<file path="config.mk">
export PLATFORM = sky130hd
export DESIGN_NAME = spi_master_sched
export DESIGN_NICKNAME = d
export VERILOG_FILES = /design/src/rtl/spi_master_sched.sv
export SDC_FILE = /design/constraint.sdc
export NUM_CORES = 1
export LEC_CHECK = 0
export ABC_AREA = 1
export BUFFER_PORTS_ARGS = -buffer_cell sky130_fd_sc_hd__buf_2
export CAP_MARGIN = 25
export CORE_ASPECT_RATIO = 1.75
export CORE_UTILIZATION = 30
export CTS_CLUSTER_DIAMETER = 80
export DETAILED_ROUTE_END_ITERATION = 10
export SYNTH_ARGS = -nofsm -noshare
export SYNTH_HDL_FRONTEND = slang
export SYNTH_SLANG_ARGS = --single-unit
</file>
<file path="constraint.sdc">
create_clock -name clk -period 2.7 [get_ports clk]
set_clock_uncertainty 0.05 [all_clocks]
set_input_delay 0.135 -clock clk [delete_from_list [all_inputs] [get_ports clk]]
set_output_delay 0.135 -clock clk [all_outputs]
set_load 0.01 [all_outputs]
</file>
<file path="src/rtl/spi_master_sched.sv">
// Mode-0 SPI master with a round-robin scheduler sharing one link between N_REQ requesters.
// Each grant becomes one 32-bit frame: {5'b0, addr, 1'b0, rd, 1'b0} followed by 16 data bits.
module spi_master_sched #(
  parameter int N_REQ   = 2,
  parameter int CLK_DIV = 4,
  parameter int CS_GAP  = 4
) (
  input  logic                clk,
  input  logic                rst_btn_n,
  input  logic [N_REQ-1:0]    req,
  input  logic [N_REQ-1:0]    req_rd,
  input  logic [8*N_REQ-1:0]  req_addr,
  input  logic [16*N_REQ-1:0] req_wdata,
  output logic [N_REQ-1:0]    gnt,
  output logic [N_REQ-1:0]    done,
  output logic [15:0]         rdata,
  output logic                busy,
  output logic                spi_sclk,
  output logic                spi_mosi,
  output logic                spi_cs_n,
  input  logic                spi_miso
);

  localparam int CMAX = (CLK_DIV > CS_GAP) ? CLK_DIV : CS_GAP;
  localparam int CW   = (CMAX > 1) ? $clog2(CMAX) : 1;
  localparam int IW   = (N_REQ > 1) ? $clog2(N_REQ) : 1;
  localparam logic [CW-1:0] DIV_LAST = CW'(CLK_DIV - 1);
  localparam logic [CW-1:0] GAP_LAST = CW'(CS_GAP - 1);

  typedef enum logic [2:0] {IDLE, SETUP, LOW, HIGH, HOLD, GAP} state_t;

  state_t          state;
  logic [CW-1:0]   cnt;
  logic [4:0]      bidx;
  logic [4:0]      bidx_nx;
  logic [31:0]     tx;
  logic [15:0]     rx;
  logic [IW-1:0]   last;
  logic [IW-1:0]   cur;
  logic [IW-1:0]   pick_idx;
  logic            pick_valid;
  logic            start;
  logic            div_end;
  logic            sel_rd;
  logic [7:0]      sel_addr;
  logic [15:0]     sel_wdata;

  // Rotating search starting just above the last granted requester.
  always_comb begin
    int unsigned j;
    j          = 0;
    pick_valid = 1'b0;
    pick_idx   = '0;
    for (int unsigned k = 1; k <= N_REQ; k++) begin
      j = k + 32'(last);
      if (j >= N_REQ) j = j - N_REQ;
      if (!pick_valid && req[IW'(j)]) begin
        pick_valid = 1'b1;
        pick_idx   = IW'(j);
      end
    end
  end

  // Arbitration also runs on the last GAP cycle so a waiting requester loses no extra cycle.
  always_comb begin
    start     = pick_valid && (state == IDLE || (state == GAP && cnt == GAP_LAST));
    div_end   = (cnt == DIV_LAST);
    bidx_nx   = bidx - 5'd1;
    sel_rd    = req_rd[pick_idx];
    sel_addr  = req_addr[8*pick_idx +: 8];
    sel_wdata = req_wdata[16*pick_idx +: 16];
  end

  always_ff @(posedge clk or negedge rst_btn_n) begin
    if (!rst_btn_n) begin
      state    <= IDLE;
      cnt      <= '0;
      bidx     <= 5'd31;
      tx       <= '0;
      rx       <= '0;
      last     <= IW'(N_REQ - 1);
      cur      <= '0;
      gnt      <= '0;
      done     <= '0;
      rdata    <= '0;
      busy     <= 1'b0;
      spi_sclk <= 1'b0;
      spi_mosi <= 1'b0;
      spi_cs_n <= 1'b1;
    end else begin
      gnt  <= '0;
      done <= '0;
      if (start) begin
        gnt   <= N_REQ'(1) << pick_idx;
        last  <= pick_idx;
        cur   <= pick_idx;
        tx    <= {5'b0, sel_addr, 1'b0, sel_rd, 1'b0, sel_rd ? 16'h0000 : sel_wdata};
        rx    <= '0;
        busy  <= 1'b1;
        cnt   <= '0;
        bidx  <= 5'd31;
        state <= SETUP;
      end else begin
        case (state)
          IDLE: busy <= 1'b0;
          SETUP: begin
            // The grant cycle keeps CS high; the CLK_DIV setup cycles follow it.
            if (|gnt) begin
              spi_cs_n <= 1'b0;
              spi_mosi <= tx[31];
            end else if (div_end) begin
              cnt   <= '0;
              state <= LOW;
            end else begin
              cnt <= cnt + 1'b1;
            end
          end
          LOW: begin
            if (div_end) begin
              cnt      <= '0;
              spi_sclk <= 1'b1;
              if (bidx < 5'd16) rx <= {rx[14:0], spi_miso};
              state    <= HIGH;
            end else begin
              cnt <= cnt + 1'b1;
            end
          end
          HIGH: begin
            if (div_end) begin
              cnt      <= '0;
              spi_sclk <= 1'b0;
              if (bidx != 5'd0) begin
                bidx     <= bidx_nx;
                spi_mosi <= tx[bidx_nx];
                state    <= LOW;
              end else begin
                state <= HOLD;
              end
            end else begin
              cnt <= cnt + 1'b1;
            end
          end
          HOLD: begin
            if (div_end) begin
              cnt      <= '0;
              spi_cs_n <= 1'b1;
              spi_mosi <= 1'b0;
              done     <= N_REQ'(1) << cur;
              rdata    <= rx;
              state    <= GAP;
            end else begin
              cnt <= cnt + 1'b1;
            end
          end
          GAP: begin
            if (cnt == GAP_LAST) begin
              cnt   <= '0;
              busy  <= 1'b0;
              state <= IDLE;
            end else begin
              cnt <= cnt + 1'b1;
            end
          end
          default: state <= IDLE;
        endcase
      end
    end
  end

endmodule

</file>
==> results of run 1 <==
## routing by layer
metal | track usage [%] | part of all wire [%]
met3 | 3.26 | 3.6
met1 | 14.7 | 40
met5 | 0 | 0
met4 | 6.10 | 1.9
met2 | 26.0 | 55
## logic make-up after synthesis
kind of cell	synth area share, %
buffers and inverters	6.56
muxes	4.44
AOI/OAI and AO/OA	14.4
adders and majority gates	0.694
DFF	53.7
and+or+nand+nor	20.2
## synthesized netlist by cell type (7+ instances only)
cell type | count | area share (%)
nand2_1 | 122 | 13
dfrtp_1 | 70 | 49
o21ai_0 | 40 | 5.6
inv_1 | 37 | 3.9
nand3_1 | 33 | 4.6
mux2i_1 | 16 | 4.4
o22ai_1 | 15 | 2.6
nor2_1 | 12 | 1.2
o21ai_2 | 9 | 2.2
clkbuf_1 | 8 | 0.83
a21oi_1 | 7 | 0.97
dfstp_2 | 7 | 5.1
## flip-flops by register name (all words and copies together), names as in the netlist, 2 cells and up
name,count
rx,16
state,3
tx,25
done,2
bidx,5
cnt,2
gnt,2
rdata,16
## worst min-delay path by stage
| stage | start | endpoint | slack [ns] | cells past startpoint |
|---|---|---|---|---|
| floorplan | rst_btn_n | busy | -0.21 | 0 |
| global placement | rst_btn_n | rdata[13] | 0.29 | 1 |
| detailed placement | rst_btn_n | rdata[12] | 0.30 | 1 |
| CTS | req_addr[13] | tx[24] | 0.004 | 3 |
| global route | req_addr[14] | tx[25] | 0.006 | 3 |
| finish | req_addr[13] | tx[24] | 0.01 | 3 |
## worst register-to-register path: cells and delay by family (launching register included)
| family | cells | cell delay (ns) |
|---|---|---|
| buffers and inverters | 2 | 0.91 |
| DFF | 1 | 0.39 |
| adders and majority gates | 1 | 0.30 |
| AOI/OAI and AO/OA | 2 | 0.20 |
| and+or+nand+nor | 4 | 0.43 |
## layout by cell type, fill, tap and decap left out, drive strengths merged
cell type / instances
o311ai: 1
clkbuf: 13
nor2: 13
dfstp: 7
clkinv: 2
clkinvlp: 1
ha: 2
o21ai: 51
dfrtp: 70
o22ai: 15
a211oi: 1
nand2: 124
nand4: 5
o31ai: 1
o211ai: 3
a21oi: 7
nand3: 33
buf: 81
o21a: 1
dlygate4sd3: 16
inv: 39
bufinv: 1
mux2i: 16
o211a: 1
## where the power goes
| group | switching, W | internal (W) | leakage (nW) |
|---|---|---|---|
| clock | 0.000452 | 0.000790 | 0.152 |
| combinational | 0.00101 | 0.000641 | 1.22 |
| sequential | 0.000206 | 0.00148 | 0.931 |
| total | 0.00167 | 0.00292 | 2.30 |
## layout make-up
type                    count  area [um2]
clock buffers              13         270
inverters                  40         150
flip-flops and latches     77        1940
repair buffers             97         588
fillers                  1172        7060
well taps                 135         169
clock inverters             3        42.5
multi-input cells         274        1430
## timing repair
item / CTS / global route
hold buffers: 16 / 0
endpoints found under the hold margin: 79 / 0
gates resized for setup: 0 / 0
setup buffers: 0 / 0
## stage by stage
stage / hold WS [ns] / power, W / std cells / area [um2] / util (%)
finish: 0.0124 / 0.00458 / 639 / 4590 / 39.4
global route: 0.00631 / 0.00493 / 639 / 4590 / 39.4
CTS: 0.00359 / 0.00463 / 638 / 4570 / 39.2
detailed placement: 0.300 / 0.00328 / 606 / 4090 / 35.2
global placement: 0.289 / 0.00322 / 606 / 4090 / 35.2
floorplan: -0.211 / 0.00287 / 406 / 3600 / -
==> impl_metrics.env, run 1 <==
export IMPL_drive_gt1_share_pct=23.8
export IMPL_cp_required_ns=2.86
export IMPL_slowest_delay_ns=0.56
export IMPL_power_density_nw_per_um2=999
export IMPL_maxCapViolations=0
export IMPL_htreeDepth=3
export IMPL_first_pass_iters=9
export IMPL_dieWidth_um=84.8
export IMPL_die_height_um=147
export IMPL_drt_iter0_markers=150
export IMPL_grt_total_usage_pct=14.0
export IMPL_rrSetupSlack_ns=0.29
export IMPL_min_period_ns=2.41
export IMPL_worst_pin_slew_ns=0.652
export IMPL_cp_start_kind="flip-flop"
export IMPL_syn_num_nets=463
export IMPL_area_delta_synth_final_pct=27.3
export IMPL_cts_buffers_inserted=9
export IMPL_cp_slowest_cell="dlygate4sd3_1"
export IMPL_grt_pass1_wl_mm=13.6
export IMPL_synthCells=406
export IMPL_grt_max_degree=78
export IMPL_worstPathArrival_ns=2.58
export IMPL_ys_warn_count=0
export IMPL_clk_latency_ns=0.33
export IMPL_start_util_pct=30.9
export IMPL_antenna_cells=0
export IMPL_setup_tns_ns=0
export IMPL_dp_slack_ns=0.418
export IMPL_crit_path_end_kind="flip-flop"
export IMPL_setup_viol_count_final=0
export IMPL_slew_headroom_pct=56.6
export IMPL_antenna_found_initial=0
export IMPL_clock_path_buffers=2
export IMPL_synth_edff_count=0
export IMPL_synthFlopType="dfrtp_1"
export IMPL_crit_buf_inv=2
export IMPL_clkSinkCount=77
export IMPL_cts_reportedPaths_clkPinSlew_ns=0.06
export IMPL_hp_class="primary input to flip-flop"
export IMPL_critPathLaunch="cnt[0]"
export IMPL_wl_mm=7.99
export IMPL_syn_avg_cell_area_um2=8.88
export IMPL_synth_area_um2=3600
export IMPL_synthArstFlopShare_pct=100
export IMPL_fmax_mhz=414
export IMPL_io_buffer_count=78
export IMPL_core_um2=11600
export IMPL_crit_path_cell_trace="ha_1 -> nand3_1 -> nand2_2 -> o21ai_4 -> buf_4 -> nor2_4 -> nand2_1 -> o211ai_1 -> dlygate4sd3_1"
export IMPL_wl_per_cell_um=12.5
export IMPL_fp_row_count=52
export IMPL_grt_pass1_vias=3056
export IMPL_p_leak_nw=2.30
export IMPL_crit_end="tx[19]"
export IMPL_crit_family="buffers and inverters"
export IMPL_r2r_cells=9
export IMPL_crit_cells=9
export IMPL_grt_ovfl_total=0
export IMPL_cts_root_buffer="clkbuf_16"
export IMPL_ir_worst_vdd_v=0.000441
export IMPL_reg2reg_to="tx[19]"
export IMPL_ys_seq_area_share_pct=53.7
export IMPL_ys_seq_elements=77
export IMPL_crit_fanout=27
export IMPL_vias=3042
export IMPL_vias_per_cell=4.76
export IMPL_crit_reg2reg_launch="cnt[0]"
export IMPL_rsz0062_at_grt="no"
export IMPL_routabilityCongestion=0.843
export IMPL_finalCritPeriodShare_pct=89.4
export IMPL_dp_hpwl_mm=5.91
export IMPL_cts_tree="yes"
export IMPL_dieArea_um2=12500
export IMPL_critPathKind="flip-flop to flip-flop"
export IMPL_drc=3
export IMPL_status="complete, but fails checks"
export IMPL_num_io_pins=79
export IMPL_finalHoldViolations=0
export IMPL_violations="DRC"
export IMPL_timing_final_ws_setup_ns=0.287
export IMPL_maxSlewViolCount=0
export IMPL_synthDistinctLibCells=29
export IMPL_fin_nets=556
export IMPL_drtAntennaViolNets=0
Power figures use the tool's default switching activity.
==> run 2: changes to the inputs <==
Settings changed: REMOVE_ABC_BUFFERS set to 1.
==> run 2 against run 1 <==
The run still ends with DRC left. Utilization fell by 0.28 points. Flip-flop and latch count unchanged. Maximum frequency is 3.5% higher. Count of clock-buffer cells in the layout fell by 1. Power is 1.2% lower.
==> impl_metrics.env, run 2 (synthesized netlist as in run 1, its figures left out) <==
export IMPL_cp_start_kind="flip-flop"
export IMPL_min_period_ns=2.33
export IMPL_cp_slowest_cell="dlygate4sd3_1"
export IMPL_start_util_pct=30.9
export IMPL_crit_end="tx[23]"
export IMPL_critPathKind="flip-flop to flip-flop"
export IMPL_dp_hpwl_mm=6.19
export IMPL_fp_row_count=52
export IMPL_finalHoldViolations=0
export IMPL_largest_reg_flops=25
export IMPL_slew_headroom_pct=52.2
export IMPL_crit_cells=8
export IMPL_p_leak_nw=2.29
export IMPL_cts_buffers_inserted=9
export IMPL_maxSlewViolCount=0
export IMPL_crit_reg2reg_launch="last"
export IMPL_power_density_nw_per_um2=994
export IMPL_wl_per_cell_um=13.3
export IMPL_violations="DRC"
export IMPL_grt_max_degree=78
export IMPL_reg2reg_to="tx[23]"
export IMPL_grt_pass1_vias=2942
export IMPL_die_height_um=147
export IMPL_clock_path_buffers=2
export IMPL_vias_per_cell=4.73
export IMPL_fin_nets=555
export IMPL_hp_class="primary input to flip-flop"
export IMPL_setup_tns_ns=0
export IMPL_cts_reportedPaths_clkPinSlew_ns=0.06
export IMPL_crit_path_end_kind="flip-flop"
export IMPL_cts_root_buffer="clkbuf_16"
export IMPL_finalCritPeriodShare_pct=86.3
export IMPL_crit_top_cell="nand2_1"
export IMPL_htreeDepth=3
export IMPL_dieWidth_um=84.8
export IMPL_largestRegisters="tx x25, rdata x16, rx x16"
export IMPL_rrSetupSlack_ns=0.37
export IMPL_grt_ovfl_total=0
export IMPL_antenna_cells=0
export IMPL_post_cts_resized=0
export IMPL_drt_iter0_markers=99
export IMPL_slowest_delay_ns=0.57
export IMPL_fmax_mhz=429
export IMPL_regMostFlops="tx"
export IMPL_dieArea_um2=12500
export IMPL_setup_viol_count_final=0
export IMPL_vias=3020
export IMPL_hold_ws_ns=0.00594
export IMPL_r2r_cells=8
export IMPL_clk_latency_ns=0.33
export IMPL_routabilityCongestion=0.878
export IMPL_crit_fanout=18
export IMPL_antenna_found_initial=0
export IMPL_maxCapViolations=0
export IMPL_critPathLaunch="last"
export IMPL_grt_pass1_wl_mm=14.0
export IMPL_rsz0062_at_grt="no"
export IMPL_crit_family="buffers and inverters"
export IMPL_crit_path_cell_trace="nand2_1 -> nand2_4 -> inv_1 -> nand2_1 -> clkinv_1 -> nand2_1 -> nand3_1 -> dlygate4sd3_1"
export IMPL_ir_worst_vdd_v=0.000333
export IMPL_crit_buf_inv=3
export IMPL_final_common_cell="nand2_1"
export IMPL_drc=5
export IMPL_status="complete, but fails checks"
export IMPL_wl_mm=8.47
export IMPL_core_um2=11600
export IMPL_worstPathArrival_ns=2.49
export IMPL_grt_total_usage_pct=14.4
export IMPL_io_buffer_count=78
export IMPL_cts_tree="yes"
export IMPL_drive_gt1_share_pct=23.7
export IMPL_layout_common_cells="122 x nand2_1, 77 x buf_2, 70 x dfrtp_1, 40 x o21ai_0, 37 x inv_1"
export IMPL_first_pass_iters=10
export IMPL_num_io_pins=79
export IMPL_worst_pin_slew_ns=0.717
export IMPL_drtAntennaViolNets=0
export IMPL_area_delta_synth_final_pct=26.4
export IMPL_clkSinkCount=77
export IMPL_cp_required_ns=2.86
==> run 2: through the flow <==
step                      std cells  power (W)  utilization [%]  instance area, um2  setup WS [ns]
final                           638    0.00453             39.1                4550          0.370
after detailed placement        607    0.00332             35.2                4100          0.655
after global routing            638    0.00489             39.1                4550          0.204
after global placement          607    0.00328             35.2                4100          0.671
after floorplan                 391    0.00280                -                3520          0.719
after CTS                       637    0.00458             38.9                4530          0.326
==> run 2: where the power goes <==
group,internal (W),total [W],switching (W),leakage (nW)
clock network,0.000714,0.00116,0.000446,0.141
registers,0.00148,0.00169,0.000202,0.931
logic,0.000640,0.00168,0.00104,1.22
==> run 2: worst reg2reg max path, stage by stage (launching register included) <==
cell	delay (ns)
dfstp_2	0.53
nand2_1	0.08
nand2_4	0.25
inv_1	0.15
nand2_1	0.14
clkinv_1	0.24
nand2_1	0.13
nand3_1	0.08
dlygate4sd3_1	0.57
==> run 2: what timing repair did <==
| action | 4_1_cts | 5_1_grt |
|---|---|---|
| setup endpoints to repair | 0 | 0 |
| hold endpoints to repair | 78 | 0 |
| hold buffers | 14 | 0 |
| setup buffers | 0 | 0 |
==> run 2: final cells by class <==
| cell class | instances | area, um2 |
|---|---|---|
| clock buffer | 12 | 236 |
| clock inverter | 4 | 48.8 |
| fill | 1184 | 7090 |
| inverter | 40 | 150 |
| multi-input combinational | 274 | 1430 |
| sequential | 77 | 1940 |
| tap | 135 | 169 |
| timing repair buffer | 96 | 583 |
==> run 2: per-layer routing <==
metal / GRT usage [%] / vias to the layer above / part of all wire [%]
met1: 16.4 / 1390 / 40
met4: 7.20 / 0 / 3.1
met3: 2.75 / 19 / 3.4
met5: 0 / - / 0
met2: 25.3 / 75 / 53
li1: - / 1536 / -
==> run 2: worst min path at each step <==
stage	from	slack, ns	cells after the start	to
2_1_floorplan	rst_btn_n	-0.21	0	busy
3_3_place_gp	rst_btn_n	0.28	1	rdata[3]
3_5_place_dp	rst_btn_n	0.31	1	rdata[3]
4_1_cts	req_addr[0]	0.003	3	tx[19]
5_1_grt	req_addr[14]	0.02	3	tx[25]
6_report	req_addr[14]	0.006	3	tx[25]
==> run 3: changes to the inputs <==
Settings changed: CTS_CLUSTER_DIAMETER 80 to not set, PLACE_DENSITY set to 0.45.
==> run 3 against run 2 <==
The run still ends with DRC left. Power is 4.7% higher. Critical path depth is 1 higher. Clock power is 18% higher. Via count hardly changed. Hold slack better by 0.0022 ns. Cell count stayed put. Combinational power hardly changed. Register-to-register slack worse by 0.16 ns. Flip-flop and latch count stayed put. Critical path type unchanged. First-iteration DRC count is 25% higher.
==> impl_metrics.env, run 3 (synthesized netlist as in run 1, its figures left out) <==
export IMPL_status="complete, but fails checks"
export IMPL_violations="DRC"
export IMPL_setup_viol_count_final=0
export IMPL_timing_final_ws_setup_ns=0.208
export IMPL_drive_gt1_share_pct=24.1
export IMPL_dp_hpwl_mm=6.28
export IMPL_rsz0062_at_grt="no"
export IMPL_grt_pass1_vias=3147
export IMPL_io_buffer_count=78
export IMPL_finalCritPeriodShare_pct=92.3
export IMPL_grt_total_usage_pct=15.2
export IMPL_cp_start_kind="flip-flop"
export IMPL_clkSinkCount=77
export IMPL_layout_common_cells="122 x nand2_1, 77 x buf_2, 70 x dfrtp_1, 40 x o21ai_0, 37 x inv_1"
export IMPL_grt_pass1_wl_mm=14.7
export IMPL_regMostFlops="tx"
export IMPL_cp_required_ns=2.93
export IMPL_grt_ovfl_total=0
export IMPL_worstPathArrival_ns=2.72
export IMPL_dieArea_um2=12500
export IMPL_routabilityCongestion=0.840
export IMPL_fp_row_count=52
export IMPL_start_util_pct=30.9
export IMPL_final_common_cell="nand2_1"
export IMPL_vias=3022
export IMPL_antenna_found_initial=0
export IMPL_holdBufCountCts=15
export IMPL_hold_ws_ns=0.00812
export IMPL_cts_root_buffer="clkbuf_16"
export IMPL_fin_nets=555
export IMPL_core_um2=11600
export IMPL_reg2reg_to="tx[24]"
export IMPL_crit_fanout=23
export IMPL_antenna_cells=0
export IMPL_critPathKind="flip-flop to flip-flop"
export IMPL_post_cts_buffers=0
export IMPL_slew_headroom_pct=52.5
export IMPL_holdPathEnd="rx[0]"
export IMPL_largestRegisters="tx x25, rdata x16, rx x16"
export IMPL_power_density_nw_per_um2=1030
export IMPL_r2r_cells=9
export IMPL_area_delta_synth_final_pct=28.0
export IMPL_post_cts_resized=0
export IMPL_fillerInstances=1220
export IMPL_vias_per_cell=4.74
export IMPL_cts_tree="yes"
export IMPL_rrSetupSlack_ns=0.21
export IMPL_multi_input_area_um2=1430
export IMPL_dieWidth_um=84.8
export IMPL_maxSlewViolCount=0
export IMPL_min_period_ns=2.49
export IMPL_dp_slack_ns=0.409
export IMPL_drc=3
export IMPL_total_power_w=0.00474
export IMPL_die_height_um=147
export IMPL_cts_reportedPaths_clkPinSlew_ns=0.06
export IMPL_htreeDepth=3
export IMPL_grt_max_degree=78
export IMPL_ir_worst_vdd_v=0.000377
export IMPL_wl_per_cell_um=13.6
export IMPL_drt_iter0_markers=124
export IMPL_drtAntennaViolNets=0
export IMPL_seqCellArea_um2=1940
export IMPL_hold_depth=3
export IMPL_clock_path_buffers=2
export IMPL_hold_start="spi_miso"
export IMPL_worst_pin_slew_ns=0.712
export IMPL_hp_class="primary input to flip-flop"
export IMPL_fmax_mhz=401
export IMPL_crit_path_end_kind="flip-flop"
export IMPL_p_leak_nw=2.32
export IMPL_largest_reg_flops=25
export IMPL_cts_buffers_inserted=9
export IMPL_wl_mm=8.66
export IMPL_crit_reg2reg_launch="cnt[0]"
export IMPL_setup_tns_ns=0
export IMPL_finalHoldViolations=0
export IMPL_first_pass_iters=7
export IMPL_maxCapViolations=0
export IMPL_clk_latency_ns=0.34
export IMPL_num_io_pins=79
[run 3: cell types whose count changed in the layout (fill, tap and decap cells not counted)]
| cell | delta |
|---|---|
| dlygate4sd3_1 | +1 |
| clkbuf_1 | -3 |
| buf_4 | -1 |
| clkinv_2 | +1 |
| bufinv_16 | +2 |
[run 3: area by class of cell]
type / count / area share (%)
tap: 135 / 3.66
clock inverter: 7 / 2.47
timing repair buffer: 96 / 12.7
inverter: 40 / 3.26
clock buffer: 9 / 4.88
multi-input combinational: 274 / 31.0
sequential: 77 / 42.0
[run 3: worst max path at each step]
stage / start / endpoint / slack [ns] / cells after the start
floorplan: bidx[0] / spi_mosi / 0.72 / 10
global placement: bidx[0] / spi_mosi / 0.50 / 10
detailed placement: bidx[0] / spi_mosi / 0.41 / 10
CTS: cnt[0] / tx[24] / 0.17 / 9
global route: cnt[0] / tx[23] / 0.06 / 9
finish: cnt[0] / tx[24] / 0.21 / 9
[run 3: through the flow]
step	util [%]	cells	area [um2]
6_report	39.6	638	4610
5_1_grt	39.6	638	4610
4_1_cts	39.4	637	4580
2_1_floorplan	-	391	3520
3_5_place_dp	35.2	606	4090
3_3_place_gp	35.2	606	4090
[run 3: where the power goes]
group	switching, W	internal, W	total [W]
registers	0.000214	0.00148	0.00170
logic	0.00103	0.000642	0.00167
clock network	0.000473	0.000899	0.00137
total	0.00172	0.00302	0.00474
[run 3: worst max-delay path, cell delays in order (launching register included)]
cell	delay, ns
dfrtp_1	0.37
ha_1	0.36
nand3_1	0.17
nand2_2	0.12
o21ai_4	0.13
buf_4	0.25
nor2_4	0.24
nand2_1	0.09
o211ai_1	0.08
dlygate4sd3_1	0.56
[run 3: layer usage]
layer	global-route usage [%]	up-vias	wire length, um
li1	-	1530	-
met5	0	-	0
met3	2.64	18	267
met1	16.2	1394	3520
met4	8.22	0	284
met2	28.0	80	4590
